## src/rtl/fetch_if_id_stage_pkg.sv

```systemverilog
// Shared pipeline definitions for the fetch stage and the IF/ID register.
//   fetch_state_e    : fetch FSM states
//   NOP_INSTR        : instruction word written into IF/ID on a bubble
//   DEFAULT_RESET_PC : default PC after reset
//   pc_plus4()       : sequential successor of a PC, wraps modulo 2^32
package pipeline_pkg;

   typedef enum logic [1:0] {
      FETCH   = 2'd0,   // no request outstanding
      WAIT    = 2'd1,   // request outstanding
      HOLD    = 2'd2,   // response buffered while stalled
      DISCARD = 2'd3    // outstanding response must be dropped
   } fetch_state_e;

   localparam logic [31:0] NOP_INSTR        = 32'h0000_0000;
   localparam logic [31:0] DEFAULT_RESET_PC = 32'h0000_0000;

   function automatic logic [31:0] pc_plus4(input logic [31:0] pc);
      return pc + 32'd4;
   endfunction

endpackage

```

## src/rtl/fetch_if_id_stage_if.sv

```systemverilog
// Instruction-memory request/response bus.
//   imem_req    : request strobe, one cycle per request
//   imem_addr   : request address
//   imem_rvalid : response valid
//   imem_rdata  : instruction word
// master = fetch stage, slave = instruction memory.
interface fetch_if_id_stage_if;

   logic        imem_req;
   logic [31:0] imem_addr;
   logic        imem_rvalid;
   logic [31:0] imem_rdata;

   modport master (
      output imem_req,
      output imem_addr,
      input  imem_rvalid,
      input  imem_rdata
   );

   modport slave (
      input  imem_req,
      input  imem_addr,
      output imem_rvalid,
      output imem_rdata
   );

endinterface

```

## src/rtl/fetch_if_id_stage_if_id_register.sv

```systemverilog
// IF/ID pipeline register.
//   clock, reset_n       : clock, asynchronous active-low reset
//   load_i               : capture pc_plus4_i / instr_i as a valid entry
//   hold_i               : keep current contents
//   flush_i              : write a bubble; beats load and hold
//   valid_o, pc_plus4_o, instr_o : registered contents
// With none of load/hold/flush asserted a bubble is written.
module if_id_register
   import pipeline_pkg::*;
(
   input  logic        clock,
   input  logic        reset_n,
   input  logic        load_i,
   input  logic        hold_i,
   input  logic        flush_i,
   input  logic [31:0] pc_plus4_i,
   input  logic [31:0] instr_i,
   output logic        valid_o,
   output logic [31:0] pc_plus4_o,
   output logic [31:0] instr_o
);

   logic        valid_q, valid_d;
   logic [31:0] pc_plus4_q, pc_plus4_d;
   logic [31:0] instr_q, instr_d;

   always_comb begin
      valid_d    = 1'b0;
      pc_plus4_d = 32'h0;
      instr_d    = NOP_INSTR;
      if (flush_i) begin
         valid_d    = 1'b0;
      end else if (load_i) begin
         valid_d    = 1'b1;
         pc_plus4_d = pc_plus4_i;
         instr_d    = instr_i;
      end else if (hold_i) begin
         valid_d    = valid_q;
         pc_plus4_d = pc_plus4_q;
         instr_d    = instr_q;
      end
   end

   always_ff @(posedge clock or negedge reset_n) begin
      if (!reset_n) begin
         valid_q    <= 1'b0;
         pc_plus4_q <= 32'h0;
         instr_q    <= NOP_INSTR;
      end else begin
         valid_q    <= valid_d;
         pc_plus4_q <= pc_plus4_d;
         instr_q    <= instr_d;
      end
   end

   assign valid_o    = valid_q;
   assign pc_plus4_o = pc_plus4_q;
   assign instr_o    = instr_q;

endmodule

```

## src/rtl/fetch_if_id_stage.sv

```systemverilog
// Instruction-fetch stage of the 5-stage MIPS pipeline. Owns the PC, keeps
// at most one instruction-memory request outstanding and drives IF/ID.
//   clock, reset_n             : clock, asynchronous active-low reset
//   ctrl_hazard_pc_write       : 1 = PC may advance
//   ctrl_hazard_if_id_write    : 1 = IF/ID may be written
//   redirect_valid/redirect_pc : taken branch/jump resolved in ID
//   imem                       : instruction-memory bus (master side)
//   if_id_valid/_pc_plus4/_instruction : IF/ID contents
//   bubble_count               : saturating count of bubbles into IF/ID
module fetch_if_id_stage
   import pipeline_pkg::*;
#(
   parameter logic [31:0] RESET_PC = DEFAULT_RESET_PC,
   parameter int          CNT_W    = 16
) (
   input  logic                 clock,
   input  logic                 reset_n,
   input  logic                 ctrl_hazard_pc_write,
   input  logic                 ctrl_hazard_if_id_write,
   input  logic                 redirect_valid,
   input  logic [31:0]          redirect_pc,
   fetch_if_id_stage_if.master  imem,
   output logic                 if_id_valid,
   output logic [31:0]          if_id_pc_plus4,
   output logic [31:0]          if_id_instruction,
   output logic [CNT_W-1:0]     bubble_count
);

   fetch_state_e     state_q, state_d;
   logic [31:0]      pc_q, pc_d;
   logic [31:0]      buf_q, buf_d;
   logic [CNT_W-1:0] cnt_q, cnt_d;

   logic             data_avail;
   logic             accept;
   logic             bubble_wr;
   logic [31:0]      load_instr;

   // An rvalid seen in FETCH or HOLD is a protocol error and is ignored.
   assign data_avail = ((state_q == WAIT) && imem.imem_rvalid) || (state_q == HOLD);
   assign accept     = data_avail && ctrl_hazard_pc_write && ctrl_hazard_if_id_write
                       && !redirect_valid;
   assign load_instr = (state_q == HOLD) ? buf_q : imem.imem_rdata;

   // Same condition under which if_id_register writes a bubble.
   assign bubble_wr  = redirect_valid || (!accept && ctrl_hazard_if_id_write);

   always_ff @(posedge clock or negedge reset_n) begin
      if (!reset_n) begin
         state_q <= FETCH;
         pc_q    <= RESET_PC;
         buf_q   <= NOP_INSTR;
         cnt_q   <= '0;
      end else begin
         state_q <= state_d;
         pc_q    <= pc_d;
         buf_q   <= buf_d;
         cnt_q   <= cnt_d;
      end
   end

   always_comb begin
      state_d = state_q;
      pc_d    = pc_q;
      buf_d   = buf_q;
      case (state_q)
         FETCH: begin
            if (redirect_valid) pc_d = redirect_pc;
            else                state_d = WAIT;
         end
         WAIT: begin
            if (redirect_valid) begin
               pc_d    = redirect_pc;
               // Without the response in hand it is still in flight and must be drained.
               state_d = imem.imem_rvalid ? FETCH : DISCARD;
            end else if (accept) begin
               // Back-to-back: the next request goes out this cycle, so stay in WAIT.
               pc_d = pc_plus4(pc_q);
            end else if (imem.imem_rvalid) begin
               buf_d   = imem.imem_rdata;
               state_d = HOLD;
            end
         end
         HOLD: begin
            if (redirect_valid) begin
               pc_d    = redirect_pc;
               state_d = FETCH;
            end else if (accept) begin
               pc_d    = pc_plus4(pc_q);
               state_d = FETCH;
            end
         end
         DISCARD: begin
            if (redirect_valid)    pc_d    = redirect_pc;
            if (imem.imem_rvalid)  state_d = FETCH;
         end
         default: state_d = FETCH;
      endcase
   end

   always_comb begin
      imem.imem_req  = 1'b0;
      imem.imem_addr = pc_q;
      case (state_q)
         FETCH: imem.imem_req = !redirect_valid;
         WAIT: begin
            if (accept) begin
               imem.imem_req  = 1'b1;
               imem.imem_addr = pc_plus4(pc_q);
            end
         end
         default: imem.imem_req = 1'b0;
      endcase
   end

   // Only bubbles that displace a real instruction, or come from a flush, are counted.
   always_comb begin
      cnt_d = cnt_q;
      if (bubble_wr && (if_id_valid || redirect_valid) && (cnt_q != {CNT_W{1'b1}}))
         cnt_d = cnt_q + {{(CNT_W-1){1'b0}}, 1'b1};
   end

   assign bubble_count = cnt_q;

   if_id_register u_if_id (
      .clock      (clock),
      .reset_n    (reset_n),
      .load_i     (accept),
      .hold_i     (!ctrl_hazard_if_id_write),
      .flush_i    (redirect_valid),
      .pc_plus4_i (pc_plus4(pc_q)),
      .instr_i    (load_instr),
      .valid_o    (if_id_valid),
      .pc_plus4_o (if_id_pc_plus4),
      .instr_o    (if_id_instruction)
   );

endmodule

```

## src/flat_wrapper.sv

```systemverilog
// flat-port wrapper written by rule: the top's interface ports become plain ports
module fetch_if_id_stage_flat import pipeline_pkg::*;
#(
   parameter logic [31:0] RESET_PC = DEFAULT_RESET_PC,
   parameter int          CNT_W    = 16
)
  (clock, reset_n, ctrl_hazard_pc_write, ctrl_hazard_if_id_write, redirect_valid, redirect_pc, if_id_valid, if_id_pc_plus4, if_id_instruction, bubble_count, imem_imem_req, imem_imem_addr, imem_imem_rvalid, imem_imem_rdata);
  fetch_if_id_stage_if imem_i ();
  input  logic clock;
  input  logic reset_n;
  input  logic ctrl_hazard_pc_write;
  input  logic ctrl_hazard_if_id_write;
  input  logic redirect_valid;
  input  logic [31:0] redirect_pc;
  output logic if_id_valid;
  output logic [31:0] if_id_pc_plus4;
  output logic [31:0] if_id_instruction;
  output logic [CNT_W-1:0] bubble_count;
  output wire logic [$bits(imem_i.imem_req)-1:0] imem_imem_req;
  output wire logic [$bits(imem_i.imem_addr)-1:0] imem_imem_addr;
  input wire logic [$bits(imem_i.imem_rvalid)-1:0] imem_imem_rvalid;
  input wire logic [$bits(imem_i.imem_rdata)-1:0] imem_imem_rdata;
  assign imem_imem_req = imem_i.imem_req;
  assign imem_imem_addr = imem_i.imem_addr;
  assign imem_i.imem_rvalid = imem_imem_rvalid;
  assign imem_i.imem_rdata = imem_imem_rdata;
  fetch_if_id_stage #(.RESET_PC(RESET_PC), .CNT_W(CNT_W)) u_core (.clock(clock), .reset_n(reset_n), .ctrl_hazard_pc_write(ctrl_hazard_pc_write), .ctrl_hazard_if_id_write(ctrl_hazard_if_id_write), .redirect_valid(redirect_valid), .redirect_pc(redirect_pc), .imem(imem_i), .if_id_valid(if_id_valid), .if_id_pc_plus4(if_id_pc_plus4), .if_id_instruction(if_id_instruction), .bubble_count(bubble_count));
endmodule
```

## config.mk

```make
export PLATFORM = sky130hd
export DESIGN_NAME = fetch_if_id_stage_flat
export DESIGN_NICKNAME = d
export VERILOG_FILES = /design/src/rtl/fetch_if_id_stage_pkg.sv /design/src/rtl/fetch_if_id_stage_if.sv /design/src/rtl/fetch_if_id_stage_if_id_register.sv /design/src/rtl/fetch_if_id_stage.sv /design/src/flat_wrapper.sv
export SDC_FILE = /design/constraint.sdc
export NUM_CORES = 1
export LEC_CHECK = 0
export CAP_MARGIN = 20
export CORE_ASPECT_RATIO = 0.75
export CORE_UTILIZATION = 42
export CTS_CLUSTER_SIZE = 14
export DETAILED_ROUTE_END_ITERATION = 8
export GPL_TIMING_DRIVEN = 1
export PLACE_DENSITY = 0.67
export SLEW_MARGIN = 20
export SYNTH_ARGS = -nofsm -noshare
export SYNTH_HDL_FRONTEND = slang
export SYNTH_HIERARCHICAL = 1
export SYNTH_SLANG_ARGS = --single-unit
```

## constraint.sdc

```tcl
create_clock -name clock -period 4.4 [get_ports clock]
set_input_delay 0.66 -clock clock [delete_from_list [all_inputs] [get_ports clock]]
set_output_delay 0.66 -clock clock [all_outputs]
set_load 0.05 [all_outputs]
```

==> impl_metrics.py, run 1 <==
metrics = {
    "placed_design": {
        "port-buffer-count": 183,
        "place_area_sq_um": 9973,
        "dp_cells": 1074,
        "dpl.hpwl_um": 14060,
        "place_congestion": 0.8498,
        "pre_cts_ws_ps": 559.1,
    },
    "detailed_routing": {
        "wirelength_um": 20850,
        "ant_nets": 0,
        "avgRoutedWirePerCell_um": 18.84,
        "drtIter0Drc": 351,
        "viasPerCell": 5.541,
        "drc_errors": 0,
        "via_count": 6134,
        "dr.pass1.iters": 5,
    },
    "timing": {
        "min_period_ps": 3863,
        "tightestPinTransition_ps": 1047,
        "tns_ps": 0,
        "fmax_mhz": 258.9,
        "skew_ps": 10.20,
        "drv_slew": 0,
        "fin_crit_sh": 0.8779,
        "hold_viol": 0,
        "slew_headroom": 0.3018,
        "rsz0062_at_grt": "false",
        "setup_slack_ps": 537.1,
        "setup_violations": 0,
        "finalHoldWorstSlack_ps": 252.2,
    },
    "grt": {
        "grt_use_met1": 0.3193,
        "grt_max_degree": 75,
        "busiest_layer": "met2",
        "met2_usage": 0.3599,
        "grt_pass1_vias": 6396,
        "antenna_found_initial": 1,
        "grtUsageTotal": 0.2286,
        "grt_overflow": 0,
        "grt_use_met3": 0.05392,
        "grt_pass1_wl_um": 34340,
    },
    "critical_path": {
        "path_cells": "clkdlybuf4s50_1, nand2_1, or3b_2, nor4_4, nand3_1, xnor2_1, buf_12",
        "crit_type": "input pin to primary output",
        "critPathCaptureType": "primary output",
        "critPathArrivalTime_ps": 3200,
        "cp.required_ps": 3740,
        "cp-start-kind": "input pin",
        "critPathSlowestCell": "or3b_2",
        "crit_path_max_fanout": 11,
        "slowest_delay_ps": 690,
    },
    "logic_synthesis": {
        "yosysTopAreaCell": "dfrtp_1",
        "synth_cell_types": 48,
        "yosysMostFrequentCell": "dfrtp_1",
        "synth-edff-count": 0,
        "netlist_area_sq_um": 7772,
        "synthDominantCellAreaShare": 0.4733,
        "synth_area_leaders": "dfrtp_1 47%, mux2_2 9.4%, a32o_1 8.1%, xnor2_1 6.3%, xor2_1 4.6%",
        "ys_seq_elements": 147,
        "synth_fp_nets": 778,
        "ys.flop_type": "dfrtp_1",
        "synth_cells": 702,
        "async_flop_share": 1.000,
        "ys_warn_count": 6,
        "synth_common_cells": "147 x dfrtp_1, 73 x nand2_1, 65 x mux2_2, 63 x a32o_1, 56 x xnor2_1",
        "syn_avg_cell_area_sq_um": 11.07,
        "yosysSeqAreaShare": 0.4733,
    },
    "clock_network": {
        "htreeDepth": 4,
        "clk_latency_ps": 410,
        "post_cts_buffers": 0,
        "clkSlewWorstSetupHoldPaths_ps": 60,
        "clockBufferDepth": 2,
        "cts_buffers": 17,
        "ctsResizeCount": 0,
        "ctsHoldBuffers": 0,
        "cts_tree": "built",
        "clkSinkCount": 147,
        "root_buffer": "clkbuf_16",
    },
    "floorplanning": {
        "die_w_um": 159.1,
        "die-height_um": 119.8,
        "initial_core_util": 0.4350,
        "dieArea_sq_um": 19060,
        "io_pins": 184,
        "fp-row-count": 42,
        "core-area_sq_um": 17870,
    },
    "outcome": {
        "outcome": "finished clean",
    },
    "pwr": {
        "vdd_drop_max_mv": 0.4954,
        "switching_power_mw": 1.534,
        "switching_share": 0.3312,
        "pwr-share-comb": 0.303,
        "pwr_density_cell_nw_per_um2": 438.6,
        "p_leak_nw": 4.300,
        "p_total_mw": 4.632,
        "p_int_mw": 3.098,
        "seq_power_share": 0.388,
        "p_clk_frac": 0.309,
    },
    "finish": {
        "post-route-util": 0.5912,
        "n_fill_cell": 1490,
        "final_area_sq_um": 10560,
        "drive_gt1_frac": 0.1829,
        "instances_no_fill": 1107,
        "fin_nets": 927,
        "regArea_sq_um": 3679,
        "multi_input_area_sq_um": 3719,
        "area_growth_pct": 35.90,
    },
    "flow_run": {
        "max_cap_violations": 0,
    },
    "min_path": {
        "hp-class": "input pin to asynchronous set/reset pin",
    },
}
[cell type report]
cell class	count	area share
Antenna cell	1	0.0002369
Clock buffer	21	0.04359
Clock inverter	11	0.01196
Inverter	12	0.004501
Multi-Input combinational cell	480	0.3521
Sequential cell	147	0.3483
Tap cell	242	0.02867
Timing Repair Buffer	193	0.2107
[power by group through the flow]
stage	Sequential, mW	Combinational [mW]	Clock, mW
6_report	1.80	1.40	1.43
5_1_grt	1.84	1.50	1.54
4_1_cts	1.80	1.41	1.46
3_5_place_dp	1.82	1.40	0
3_3_place_gp	1.79	1.37	0
2_1_floorplan	1.92	0.776	0
[worst max-delay path: cells and delay by family]
kind | cells | cell delay, ps
xor gates and xnor gates | 1 | 280
buffers and inverters | 2 | 810
and+or+nand+nor | 4 | 1440
[final timing paths]
| kind | from | endpoint | slack [ps] | cells past startpoint |
|---|---|---|---|---|
| max in group asynchronous | reset_n | u_core/u_if_id/instr_o[2]$_DFFE_PN0P_ | 3270 | 2 |
| setup reg to reg | u_core/state_q[0]$_DFFE_PN0P_ | u_core/u_if_id/pc_plus4_o[6]$_DFFE_PN0P_ | 1100 | 8 |
| hold / removal | reset_n | u_core/u_if_id/pc_plus4_o[19]$_DFFE_PN0P_ | 250 | 1 |
| min in group clock | u_core/buf_q[11]$_DFFE_PN0P_ | u_core/buf_q[11]$_DFFE_PN0P_ | 480 | 1 |
| setup / recovery | ctrl_hazard_if_id_write | imem_imem_addr[19] | 540 | 7 |
| hold reg to reg | u_core/buf_q[11]$_DFFE_PN0P_ | u_core/buf_q[11]$_DFFE_PN0P_ | 480 | 1 |
[sequential cells by signal (all words and copies together), names as in the netlist]
name                       count
u_core/buf_q                  32
u_core/pc_q                   32
u_core/u_if_id/instr_o        32
u_core/u_if_id/pc_plus4_o     32
u_core/bubble_count           16
u_core/state_q                 2
u_core/u_if_id/valid_o         1
[routing by layer]
layer	share of wire	wire, um
met4	0.0096	201
met5	0	0
met3	0.056	1166
met1	0.47	9770
met2	0.47	9712
[cells by family after synthesis]
kind of cell             synth area share
AO/OA/AOI/OAI                      0.1183
adder cells (fa/ha/maj)          0.009658
XOR/XNOR                           0.1093
multiplexers                       0.1009
flip-flops                         0.4733
AND/OR/NAND/NOR                    0.1383
buffers and inverters             0.05022
[layout by cell type (no fill, tap or decap), types with 3 or more instances in the layout]
cell	netlist	layout
nor3_1	6	6
clkinvlp_4	0	4
and2_1	4	4
ha_1	6	6
a32o_1	63	63
nand3_1	31	31
o21ai_0	32	32
o211ai_1	3	3
nand4_4	3	3
and4_1	5	5
inv_1	12	11
buf_12	0	32
nand4_1	15	15
clkdlybuf4s50_1	0	150
nor4_4	4	4
nor2_1	27	27
buf_4	11	9
mux2i_1	3	3
dfrtp_1	147	147
mux2_2	65	65
clkbuf_16	0	17
a21oi_1	6	6
xnor2_1	56	56
and3_1	8	8
nand2_1	73	73
xor2_1	41	41
Note: power is estimated with default switching activity, not from simulation.
==> run 2: changes to the inputs <==
CORE_MARGIN = 4   (was not set)
MAX_ROUTING_LAYER = met4   (was not set)
==> impl_metrics.py, run 2 (same netlist as run 1, synthesis figures left out) <==
metrics = {
    "critical_path": {
        "crit_type": "flip-flop to primary output",
        "cp-start-kind": "flip-flop",
        "crit_path_max_fanout": 11,
        "critPathArrivalTime_ps": 3140,
        "critPathSlowestCell": "or3b_2",
        "slowest_delay_ps": 670,
        "path_cells": "inv_1, ha_1, nor2b_1, or3b_2, nor4_4, nand2_1, xnor2_1, buf_12",
        "cp.required_ps": 3740,
        "critPathCaptureType": "primary output",
    },
    "floorplanning": {
        "die-height_um": 125.8,
        "fp-row-count": 42,
        "die_w_um": 165.1,
        "dieArea_sq_um": 20770,
        "core-area_sq_um": 17920,
        "initial_core_util": 0.4337,
        "io_pins": 184,
    },
    "timing": {
        "min_period_ps": 3798,
        "skew_ps": 11.75,
        "hold_viol": 0,
        "rsz0062_at_grt": "false",
        "fin_crit_sh": 0.8633,
        "setup_slack_ps": 601.5,
        "slew_headroom": 0.3171,
        "tightestPinTransition_ps": 1024,
        "setup_violations": 0,
        "drv_slew": 0,
        "fmax_mhz": 263.3,
        "tns_ps": 0,
    },
    "grt": {
        "antenna_found_initial": 1,
        "grt_pass1_wl_um": 33990,
        "grt_use_met1": 0.2907,
        "grt_max_degree": 86,
        "grt_pass1_vias": 6382,
        "grt_use_met3": 0.04278,
        "busiest_layer": "met2",
        "grt_overflow": 0,
        "grtUsageTotal": 0.2119,
        "met2_usage": 0.3205,
    },
    "clock_network": {
        "ctsResizeCount": 0,
        "clk_latency_ps": 420,
        "clkSinkCount": 147,
        "cts_buffers": 17,
        "clkSlewWorstSetupHoldPaths_ps": 60,
        "root_buffer": "clkbuf_16",
        "clockBufferDepth": 2,
        "ctsHoldBuffers": 0,
        "post_cts_buffers": 0,
        "htreeDepth": 4,
        "cts_tree": "built",
    },
    "detailed_routing": {
        "viasPerCell": 5.495,
        "drtIter0Drc": 304,
        "via_count": 6088,
        "dr.pass1.iters": 5,
        "drc_errors": 0,
        "avgRoutedWirePerCell_um": 19.24,
        "ant_nets": 0,
        "wirelength_um": 21320,
    },
    "placed_design": {
        "port-buffer-count": 183,
        "dp_cells": 1076,
        "place_area_sq_um": 9961,
        "dpl.hpwl_um": 14640,
        "pre_cts_ws_ps": 636.6,
        "place_congestion": 0.8613,
    },
    "finish": {
        "final_common_cell": "clkdlybuf4s50_1",
        "instances_no_fill": 1108,
        "final_area_sq_um": 10610,
        "fin_nets": 929,
        "drive_gt1_frac": 0.1861,
        "area_growth_pct": 36.45,
        "mostFrequentLayoutCells": "150 x clkdlybuf4s50_1, 147 x dfrtp_1, 73 x nand2_1",
    },
    "flow_run": {
        "max_cap_violations": 0,
    },
    "outcome": {
        "outcome": "finished clean",
    },
    "pwr": {
        "p_total_mw": 4.767,
        "pwr_density_cell_nw_per_um2": 449.5,
        "p_leak_nw": 4.335,
        "vdd_drop_max_mv": 0.3218,
    },
    "min_path": {
        "hp-class": "input pin to asynchronous set/reset pin",
    },
}
run 2: cell types whose count changed in the layout (fill, tap and decap cells not counted):
cell	change
inv_4	-1
clkbuf_1	-2
buf_4	+4
buf_12	-2
clkinv_4	+1
inv_2	+1
bufinv_16	+2
clkinvlp_4	-2
clkinv_2	-1
clkbuf_8	+1
run 2: through the flow:
stage	util	hold WS (ps)
floorplan	-	364.4
global placement	0.5559	462.0
detailed placement	0.5559	479.6
CTS	0.5917	332.3
global route	0.5918	340.6
finish	0.5918	277.7
run 2: metal layers:
layer / vias up / part of all wire
met2: 197 / 0.48
met4: 0 / 0.013
li1: 2813 / -
met3: 20 / 0.056
met5: - / 0
met1: 3058 / 0.45
run 2: path summary, 6_finish.rpt:
path	start	to	slack [ps]	cells past startpoint
setup reg to reg	u_core/state_q[0]$_DFFE_PN0P_	u_core/pc_q[20]$_DFFE_PN0P_	1520	8
setup / recovery	u_core/state_q[1]$_DFFE_PN0P_	imem_imem_addr[29]	600	8
min in group clock	u_core/buf_q[11]$_DFFE_PN0P_	u_core/buf_q[11]$_DFFE_PN0P_	490	1
hold / removal	reset_n	u_core/pc_q[19]$_DFFE_PN0P_	280	1
max in group asynchronous	reset_n	u_core/buf_q[11]$_DFFE_PN0P_	3120	2
hold reg to reg	u_core/buf_q[11]$_DFFE_PN0P_	u_core/buf_q[11]$_DFFE_PN0P_	490	1
run 2: report_power, final:
part	switching [mW]	internal, mW
Clock	0.581	0.997
Sequential	0.203	1.59
Combinational	0.764	0.628
Total	1.55	3.22
run 2: cell type report:
type,count,area [sq um]
inverters,12,45.04
well taps,242,302.8
clock buffers,20,466.7
fillers,1480,7315
diodes,1,2.502
multi-input cells,480,3719
clock inverters,11,175.2
repair buffers,195,2216
flip-flops and latches,147,3679
run 2: critical path, delay by kind of cell, from the launching register on:
kind | cells | cell delay [ps]
AND/OR/NAND/NOR | 4 | 1490
adder cells (fa/ha/maj) | 1 | 250
buffers and inverters | 2 | 280
XOR/XNOR | 1 | 290
flip-flops | 1 | 410
